[config.mk]
export PLATFORM = sky130hd
export DESIGN_NAME = muxn_rr
export DESIGN_NICKNAME = d
export VERILOG_FILES = /design/src/rtl/muxn_rr.sv
export SDC_FILE = /design/constraint.sdc
export NUM_CORES = 1
export LEC_CHECK = 0
export ABC_CLOCK_PERIOD_IN_PS = 3400
export BUFFER_PORTS_ARGS = -buffer_cell sky130_fd_sc_hd__buf_4
export CAP_MARGIN = 20
export CORE_MARGIN = 4
export CORE_UTILIZATION = 50
export DETAILED_ROUTE_END_ITERATION = 16
export HOLD_SLACK_MARGIN = 0.06
export PLACE_DENSITY = 0.8
export SYNTH_ARGS = -nofsm -noshare
export SYNTH_HDL_FRONTEND = slang
export SYNTH_SLANG_ARGS = --single-unit
[constraint.sdc]
create_clock -name clk -period 3.4 [get_ports clk]
set_clock_uncertainty 0.15 [all_clocks]
set_input_delay 0.17 -clock clk [delete_from_list [all_inputs] [get_ports clk]]
set_output_delay 0.17 -clock clk [all_outputs]
set_load 0.01 [all_outputs]
[src/rtl/muxn_rr.sv]
// muxn_rr: N-to-1 registered mux, manual select or round-robin arbitration.
// Latency: 1 cycle from in_ack to out_valid/out_data. Stalls (in_ack=0) while out_valid && !out_ready.
// Optional feature macro: MUXN_CHAN_EN adds the registered out_chan source-index port.
module muxn_rr #(
  parameter  int WIDTH = 4,
  parameter  int N     = 4,
  localparam int SELW  = $clog2(N)
) (
  input  logic               clk,
  input  logic               rst_n,
  input  logic [N*WIDTH-1:0] in_data,
  input  logic [N-1:0]       in_valid,
  output logic [N-1:0]       in_ack,
  input  logic [SELW-1:0]    sel,
  input  logic               mode,
  output logic [WIDTH-1:0]   out_data,
  output logic               out_valid,
  input  logic               out_ready
`ifdef MUXN_CHAN_EN
  ,
  output logic [SELW-1:0]    out_chan
`endif
);

  logic [WIDTH-1:0] r_data;
  logic             r_valid;
  logic [SELW-1:0]  r_ptr;

  logic             w_load_en;
  logic [N-1:0]     w_grant;
  logic             w_any;
  logic [SELW-1:0]  w_gidx;
  logic [WIDTH-1:0] w_sel_data;

  // The output slot can take a word when it is empty or being drained this cycle.
  assign w_load_en = !r_valid || out_ready;

  // Grant selection: manual picks sel if valid; round-robin scans upward from ptr+1.
  always_comb begin
    int idx;
    idx     = 0;
    w_grant = '0;
    w_any   = 1'b0;
    w_gidx  = '0;
    if (!mode) begin
      // Comparing against every legal index means sel >= N simply matches nothing.
      for (int i = 0; i < N; i++) begin
        if (sel == SELW'(i) && in_valid[i]) begin
          w_any      = 1'b1;
          w_grant[i] = 1'b1;
          w_gidx     = SELW'(i);
        end
      end
    end else begin
      for (int k = 1; k <= N; k++) begin
        idx = (int'(r_ptr) + k) % N;
        if (!w_any && in_valid[idx]) begin
          w_any        = 1'b1;
          w_grant[idx] = 1'b1;
          w_gidx       = SELW'(idx);
        end
      end
    end
  end

  // Word of the granted channel.
  always_comb begin
    w_sel_data = in_data[int'(w_gidx)*WIDTH +: WIDTH];
  end

  // Ack only when the word is really captured; forced low while reset is held.
  assign in_ack = (rst_n && w_load_en) ? w_grant : '0;

  // Output register and round-robin pointer; pointer moves only on a loaded mode-1 grant.
  always_ff @(posedge clk or negedge rst_n) begin
    if (!rst_n) begin
      r_data  <= '0;
      r_valid <= 1'b0;
      r_ptr   <= SELW'(N - 1);
    end else if (w_load_en) begin
      if (w_any) begin
        r_data  <= w_sel_data;
        r_valid <= 1'b1;
        if (mode) begin
          r_ptr <= w_gidx;
        end
      end else begin
        r_valid <= 1'b0;
      end
    end
  end

`ifdef MUXN_CHAN_EN
  logic [SELW-1:0] r_chan;

  // Source index travels with the data word; holds on stall or empty load.
  always_ff @(posedge clk or negedge rst_n) begin
    if (!rst_n) begin
      r_chan <= '0;
    end else if (w_load_en && w_any) begin
      r_chan <= w_gidx;
    end
  end

  assign out_chan = r_chan;
`endif

  assign out_data  = r_data;
  assign out_valid = r_valid;

endmodule
; ---- Word level (Yosys, flattened, before mapping)
; Cells that the tools add are included.
; W data, S select, Z words.
[op_classes]
addsub = 4
magnitude_cmp = 8
n_eq_ne = 3
shifts = 1
n_mux = 53
n_bitwise = 7
reduce_logical = 24
[op_table]
columns = op, n
row1 = $mux W4, 9
row2 = $mux W1, 29
row3 = $lt A3 B4 Y1 const B, 4
row4 = $shiftx A16 B5 Y4, 1
row5 = $mux W2, 7
row6 = $ge A3 B1 Y1 const B, 4
row7 = $logic_and A1 B1 Y1, 12
row8 = $or A4 B4 Y4, 3
row9 = $bmux W1 S2, 4
row10 = $demux W1 S2, 4
row11 = $reduce_or A2 Y1, 4
row12 = $add A2 B1 Y2 const B, 2
row13 = $add A2 B2 Y2 const B, 2
row14 = $and A1 B1 Y1 const A, 4
row15 = $eq A2 B2 Y1 const B, 2
row16 = $logic_not A1 Y1, 4
row17 = $reduce_and A3 Y1, 1
row18 = $eq A2 B1 Y1 const B, 1
row19 = $logic_not A2 Y1, 1
row20 = $reduce_and A2 Y1, 1
row21 = $logic_or A1 B1 Y1, 1
[word_totals]
reg_bits = 7
output_inout_bits = 9
wordCells = 103

; ---- Logic depth before layout (Yosys ltp)
; Gate-level depths: netlist of run 1.
[depth]
word_depth = 21
depth_mapped = 10

; ---- Worst setup path before layout of run 1
; OpenSTA, ideal clock, no wires.
[synth_path]
path_type = register -> register
from = register r_ptr[0]
to = register r_data[1] (netlist: out_data[1])
setup_ns = 0.132
arrival_ns = 2.693
t_required_ns = 3.118
setup_slack_ns = 0.425
path_stages_with_launch = 10
n_path_buf = 1
period_less_slack_ns = 2.975
path_cell_list = dfstp_2 -> buf_6 -> inv_1 -> ha_1 -> mux4_2 -> nand2b_4 -> a2111o_1 -> and3_1 -> a2111oi_0 -> o31ai_1
[synth_between]
elab_chain_len = 19
word_cells_on_any_way = 37
cone_classes = add/sub: 4 / shift: 1 / mux: 25 / reduce/logical: 7
[synth_rtl]
columns = element, line_no
row1 = "start, declared", 27  ; logic [SELW-1:0] r_ptr;
row2 = "start signal, assigned", 79  ; r_ptr <= SELW'(N - 1);
row3 = "start signal, assigned", 85  ; r_ptr <= w_gidx;
row4 = $add A2 B1 Y2, 56  ; idx = (int'(r_ptr) + k) % N;
row5 = $bmux W1 S2, 57  ; if (!w_any && in_valid[idx]) begin
row6 = $mux W1 (implied by the code) (2 in a row), 57
row7 = $mux W1, 57
row8 = $mux W1, 45  ; if (!mode) begin
row9 = $logic_not A1 Y1, 57
row10 = $logic_and A1 B1 Y1, 57
row11 = $mux W1, 57
row12 = (+2 left out), --
row13 = $logic_and A1 B1 Y1, 57
row14 = $mux W1, 57
row15 = $mux W1, 45
row16 = $logic_not A1 Y1, 57
row17 = $logic_and A1 B1 Y1, 57
row18 = $mux W2 / $mux W1 (equally long branches), 57
row19 = $mux W2 / $mux W1 (equally long branches), 45
row20 = $shiftx A16 B5 Y4 / $reduce_and A2 Y1 (equally long branches), --
row21 = "end signal, assigned", 82  ; r_data <= w_sel_data;
row22 = "end, declared", 25  ; logic [WIDTH-1:0] r_data;
; Several ways; a longest one is shown, not always the timed one. The select of a mux whose other input is x is not followed.
; A chain may end at the register's enable or synchronous reset.

; ---- Worst setup path after layout of run 1
[layout_path]
from = register r_ptr[1]
to = output in_ack[2]
[layout_between]
elab_chain_len = 19
word_cells_on_any_way = 68
cone_classes = add/sub: 4 / order compare: 8 / mux: 35 / bitwise: 7 / reduce/logical: 14
[layout_rtl]
columns = element, line_no
row1 = $add A2 B1 Y2, 56
row2 = $reduce_or A2 Y1 (no line) / $bmux W1 S2 (equally long branches), --
row3 = $and A1 B1 Y1 (no line) / $mux W1 (equally long branches), --
row4 = $lt A3 B4 Y1 (implied by the code) (tied with other cells), 59  ; w_grant[idx] = 1'b1;
row5 = $logic_and A1 B1 Y1 (implied by the code) / $mux W1 (equally long branches), "59, 57"
row6 = $mux W1 (on tied branches), "59, 45"
row7 = $demux W1 S2 / $logic_not A1 Y1 (equally long branches), "59, 57"
row8 = $mux W4 / $logic_and A1 B1 Y1 (equally long branches), 57
row9 = (+3 left out), --
row10 = $mux W4 / $logic_and A1 B1 Y1 (equally long branches), "45, 57"
row11 = $or A4 B4 Y4 (no line) / $mux W1 (equally long branches), --
row12 = $mux W4 / $mux W1 (equally long branches), "57, 45"
row13 = $mux W4 / $logic_not A1 Y1 (equally long branches), "45, 57"
row14 = $or A4 B4 Y4 (no line) / $logic_and A1 B1 Y1 (equally long branches), --
row15 = $mux W4 (*), 57
row16 = $mux W4 (*), 45
row17 = $mux W4 (*), 72  ; assign in_ack = (rst_n && w_load_en) ? w_grant : '0;
row18 = "end, declared", 13  ; output logic [N-1:0] in_ack,
; Every way passes the cells marked *; elsewhere a longest branch is shown, timed or not. The select of a mux whose other input is x is not followed.

==> results of run 1 <==
-- per-stage QoR --
step                worst slack, ns  utilization [%]  instance area (sq um)  power (W)  hold slack, ns
global route                 0.0633             73.0                   1330    0.00111           0.112
global placement              0.362             70.4                   1280   0.000905          -0.159
floorplan                     0.425                -                   1010   0.000741          -0.276
finish                        0.279             73.0                   1330    0.00103          0.0961
CTS                           0.298             73.0                   1330    0.00102          0.0902
detailed placement            0.340             70.4                   1280   0.000927          -0.158
-- worst max-delay path: stages, from the launching register on --
cell     delay, ns
dfstp_2       0.53
inv_1         0.11
ha_1          0.36
mux4_2        0.45
nor4b_1       0.48
buf_4         0.21
nand2_1       0.05
a31oi_1       0.18
buf_4         0.15
-- power by group --
group	switching, W	total, W	leakage (nW)	internal, W
clock	0.0000395	0.0000848	0.0150	0.0000454
sequential	0.0000190	0.000149	0.0796	0.000130
combinational	0.000445	0.000794	0.505	0.000349
-- layout by cell type, fill, tap and decap left out, drive strengths merged --
cell         Yosys  final
mux2i            1      1
o221ai           1      1
and3             9      9
and2             1      1
nand2           13     13
a31oi            5      5
dfrtp            5      5
a222oi           4      4
and3b            1      1
nand2b           4      4
dfstp            2      2
nor3             2      2
a2111oi          4      4
clkbuf           1      4
ha               8      8
a21oi            3      3
or2              1      1
o21ai            4      4
mux2             4      4
o221a            1      1
inv              5      5
nor4b            1      1
nor3b            1      1
a32o             1      1
or3              1      1
a211oi           1      1
mux4             4      4
buf              4     37
a2111o           1      1
a311oi           1      1
a221oi           4      4
o31ai            4      4
a21o             2      2
nor2             3      3
o32ai            1      1
dlygate4sd3      0      2
nor2b            2      2
-- routing by layer --
layer / global-route usage, % / share of wire (%)
met1: 31.7 / 42
met2: 39.3 / 47
met3: 4.23 / 9.4
met4: 7.23 / 1.2
met5: 0 / 0
-- worst max path at each step --
stage                     slack [ns]            startpoint                 endpoint  cells after the start
after floorplan                 0.42  r_ptr[0]$_DFFE_PN1P_  out_data[1]$_DFFE_PN0P_                      9
after global placement          0.36  r_ptr[1]$_DFFE_PN1P_     r_ptr[1]$_DFFE_PN1P_                      8
after detailed placement        0.34  r_ptr[1]$_DFFE_PN1P_     r_ptr[1]$_DFFE_PN1P_                      8
after CTS                       0.30  r_ptr[1]$_DFFE_PN1P_                in_ack[2]                      8
after global routing            0.06  r_ptr[0]$_DFFE_PN1P_     r_ptr[1]$_DFFE_PN1P_                      8
final                           0.28  r_ptr[1]$_DFFE_PN1P_                in_ack[2]                      8
-- logic make-up after synthesis --
group	after synthesis	synth area share, %
adder cells (fa/ha/maj)	8	9.93
AND/OR/NAND/NOR	39	22.1
buffers and inverters	10	5.33
AO/OA/AOI/OAI	37	30.6
flip-flops	7	17.6
multiplexers	9	14.4
-- layout make-up --
class                           count  share of cell area [%]
Clock buffer                        4                    1.98
Inverter                            5                    1.41
Multi-Input combinational cell     93                    58.5
Tap cell                           25                    2.35
Sequential cell                     7                    13.4
Timing Repair Buffer               39                    22.4
-- state kept, by name, summed over array words and instances, names as in the netlist --
name       cells
out_data       4
out_valid      1
r_ptr          2
-- what timing repair did --
item,CTS,global route
setup buffers,0,0
resized for setup,0,0
hold endpoints to repair,8,0
hold buffers,2,0
==> impl_metrics.toml, run 1 <==
[clock_network]
numClockSinks = 7
clkSlewWorstSetupHoldPaths_ns = 0.06
cts_tree = "yes"
htreeDepth = 1
clk_latency_ns = 0.27
cts_buffers = 3
clk_path_buf_depth = 2
root_buffer = "clkbuf_4"

[logic_synthesis]
avgSynthCellArea_sq_um = 9.17
synth_common_cells = "nand2_1, and3_1, ha_1, dfrtp_1"
synth-main-ff-cell = "dfrtp_1"
synth_top_area_cell = "dfrtp_1"
synth_edf_count = 0
synth_area_sq_mm = 0.00101
ys_seq_elements = 7
synthArstFlopShare_pct = 100
yosysMostFrequentCell = "nand2_1"
synth_cells = 110
yosysTopAreaCellShare_pct = 12.4
synthDistinctLibCells = 44
yosys_warnings = 0
syn_nets = 144
synth_area_leaders = "dfrtp_1, ha_1, mux4_2, and3_1, dfstp_2"
ys_seq_area_share_pct = 17.6

[drt]
wl_um = 2950
via_count = 1119
drt_iter0_markers = 51
wire_per_inst_um = 17.1
via_per_inst = 6.47
drc = 0
drt-pass1-iter-count = 4
final_antenna_net_count = 0

[global_route]
track_usage_pct = 23.9
overflow = 0
antenna_found_initial = 0
grt_pass1_wl_um = 4970
grt_max_degree = 15
grt_pass1_vias = 1103

[critical_path]
crit_required_ns = 3.08
path_max_fanout = 12
setup.worst_path.end_class = "output port"
r2r-end = "out_data[3]$_DFFE_PN0P_"
rrSetupSlack_ns = 0.29
critPathKind = "reg -> out"
arrival_ns = 2.80
r2r_cells = 8
r2r_start = "r_ptr[1]$_DFFE_PN1P_"
critPathLaunchType = "flip-flop"

[pwr]
peakVddDrop_v = 0.000616
total_leakage_power_nw = 0.599
power_density_mw_per_mm2 = 773

[layout]
num-nets-final = 183
layout.cells.non_filler = 173
multi_input_area_sq_um = 777
diodes = 0
seq_area_sq_um = 178
drive_gt1_share_pct = 37.8
n_fill_cell = 139
areaGrowthSynthToFinish_pct = 31.8

[placement]
dpl.hpwl_um = 2300
io_buffers = 34
placed_cells = 167
gp_congestion = 0.889

[timing]
period_needed_ns = 3.12
max_freq_mhz = 320
hold_viol = 0
relSlewSlack_pct = 68.6
rsz0062_at_grt = "no"
tightest_slew_ns = 0.459
fin_tns_setup_ns = 0
period_share_pct = 91.8
slew_violations = 0
finalSetupViolations = 0

[flow_run]
max_cap_viol_count = 0

[floorplanning]
die_area_sq_mm = 0.00280
die_w_um = 52.9
initial_core_util_pct = 55.4
rows = 15
coreArea_sq_mm = 0.00182
dieHeight_um = 52.9
io_pins = 35

[min_path]
hold_class = "in -> async"

[outcome]
status = "finished, final reports clean"
Note: power is estimated with default switching activity, not from simulation.
==> run 2, diff against run 1 <==
--- a/config.mk
+++ b/config.mk
@@ -10,6 +10,7 @@
 export CAP_MARGIN = 20
 export CORE_MARGIN = 4
 export CORE_UTILIZATION = 50
+export CTS_BUF_LIST = sky130_fd_sc_hd__clkbuf_16
 export DETAILED_ROUTE_END_ITERATION = 16
 export HOLD_SLACK_MARGIN = 0.06
 export PLACE_DENSITY = 0.8
==> run 2 against run 1 <==
Largest power group unchanged. Global-route usage rose by 0.71 points. Core utilization rose by 2.3 points. Final cell count fell by 0.58%. Count of clock-buffer cells in the layout fell by 1. Clock power rose by 140%.
==> impl_metrics.toml, run 2 (synthesized netlist as in run 1, its figures left out) <==
[layout]
areaGrowthSynthToFinish_pct = 36.0
diodes = 0
final_common_cell = "buf_4"
largest_reg_flops = 4
drive_gt1_share_pct = 38.1
layout_common_cells = "buf_4, nand2_1, and3_1"
num-nets-final = 182
n_fill_cell = 137

[pwr]
clock_power_share_pct = 17.3
seqPwrFrac_pct = 13.0
total_leakage_power_nw = 0.622
total_power_w = 0.00115
p_sw_w = 0.000519
comb_power_share_pct = 69.7
power_density_mw_per_mm2 = 840
p_int_w = 0.000632
peakVddDrop_v = 0.000651
p_sw_share_pct = 45.1

[clock_network]
ctsResizeCount = 0
root_buffer = "clkbuf_16"
clk_latency_ns = 0.23
cts_tree = "yes"
htreeDepth = 1
cts_buffers = 3
clkSlewWorstSetupHoldPaths_ns = 0.04
numClockSinks = 7
cts_setup_buffers = 0
clk_path_buf_depth = 2

[drt]
wl_um = 3070
final_antenna_net_count = 0
wire_per_inst_um = 17.8
via_count = 1090
drc = 0
drt-pass1-iter-count = 4
drt_iter0_markers = 68
via_per_inst = 6.34

[critical_path]
r2r_cells = 8
arrival_ns = 3.09
path_max_fanout = 12
critPathLaunchType = "flip-flop"
r2r_start = "r_ptr[0]$_DFFE_PN1P_"
crit_required_ns = 3.34
startpoint = "r_ptr[0]$_DFFE_PN1P_"
rrSetupSlack_ns = 0.26
setup.worst_path.end_class = "flip-flop"
critPathKind = "reg -> reg"

[timing]
fin_tns_setup_ns = 0
rsz0062_at_grt = "no"
finalSetupViolations = 0
period_share_pct = 92.5
slew_violations = 0
relSlewSlack_pct = 66.9
period_needed_ns = 3.14
hold_viol = 0
max_freq_mhz = 318
tightest_slew_ns = 0.485

[floorplanning]
io_pins = 35
die_w_um = 52.9
initial_core_util_pct = 55.4
die_area_sq_mm = 0.00280
dieHeight_um = 52.9
rows = 15
coreArea_sq_mm = 0.00182

[outcome]
status = "finished, final reports clean"

[min_path]
hp-start = "out_ready"
hold_class = "in -> reg"
worstHoldPathCells = 3

[global_route]
antenna_found_initial = 0
grt_max_degree = 15
grt_pass1_vias = 1100
grt_pass1_wl_um = 5130
track_usage_pct = 24.6
overflow = 0

[placement]
io_buffers = 34
gp_congestion = 0.889
dpl.hpwl_um = 2300

[flow_run]
max_cap_viol_count = 0
[run 2: changes by cell type in the layout (fill, tap and decap cells not counted)]
cell,delta
dlygate4sd3_1,-1
clkbuf_16,+3
clkbuf_4,-3
inv_1,+1
clkbuf_1,-1
[run 2: final cells by class]
| cell class | instances | area (sq um) | area share (%) |
|---|---|---|---|
| Clock inverter | 1 | 3.75 | 0.274 |
| Tap cell | 25 | 31.3 | 2.28 |
| Clock buffer | 3 | 75.1 | 5.47 |
| Multi-Input combinational cell | 93 | 777 | 56.7 |
| Timing Repair Buffer | 38 | 288 | 21.0 |
| Sequential cell | 7 | 178 | 13.0 |
| Inverter | 5 | 18.8 | 1.37 |
[run 2: power groups by stage]
stage	Clock (W)	Combinational (W)	Sequential, W
global placement	0	0.000756	0.000150
global route	0.000204	0.000872	0.000156
floorplan	0	0.000562	0.000178
CTS	0.000200	0.000786	0.000150
detailed placement	0	0.000777	0.000150
finish	0.000200	0.000802	0.000149
[run 2: stage by stage]
step / setup WS [ns] / util (%) / area, sq um / std cells / hold slack (ns)
2_1_floorplan: 0.425 / - / 1010 / 110 / -0.276
3_5_place_dp: 0.340 / 70.4 / 1280 / 167 / -0.158
6_report: 0.256 / 75.3 / 1370 / 172 / 0.0983
5_1_grt: 0.0544 / 75.3 / 1370 / 172 / 0.143
3_3_place_gp: 0.362 / 70.4 / 1280 / 167 / -0.159
4_1_cts: 0.312 / 75.3 / 1370 / 172 / 0.0971
[run 2: per-layer routing]
metal	up-vias	track usage, %	share of wire, %
li1	517	-	-
met2	50	41.3	48
met4	0	5.11	0.75
met1	521	32.7	44
met3	2	4.51	6.6
met5	-	0	0
[run 2: worst paths after layout]
path,end
setup reg to reg,out_data[3]$_DFFE_PN0P_
hold reg to reg,out_data[3]$_DFFE_PN0P_
min in group asynchronous,out_data[0]$_DFFE_PN0P_
hold / removal,out_valid$_DFFE_PN0N_
setup / recovery,out_data[3]$_DFFE_PN0P_
max in group asynchronous,r_ptr[1]$_DFFE_PN1P_
[run 2: what timing repair did]
action,CTS,global route
endpoints found under the setup margin,0,0
endpoints found under the hold margin,7,0
hold buffers,1,0
[run 2: critical path: stages, from the launching register on]
cell and delay, ns:
dfstp_2 0.52, inv_1 0.11, ha_1 0.36, mux4_2 0.45, nor3b_2 0.38, a311oi_1 0.11
o221a_2 0.34, a2111oi_0 0.47, o31ai_1 0.11
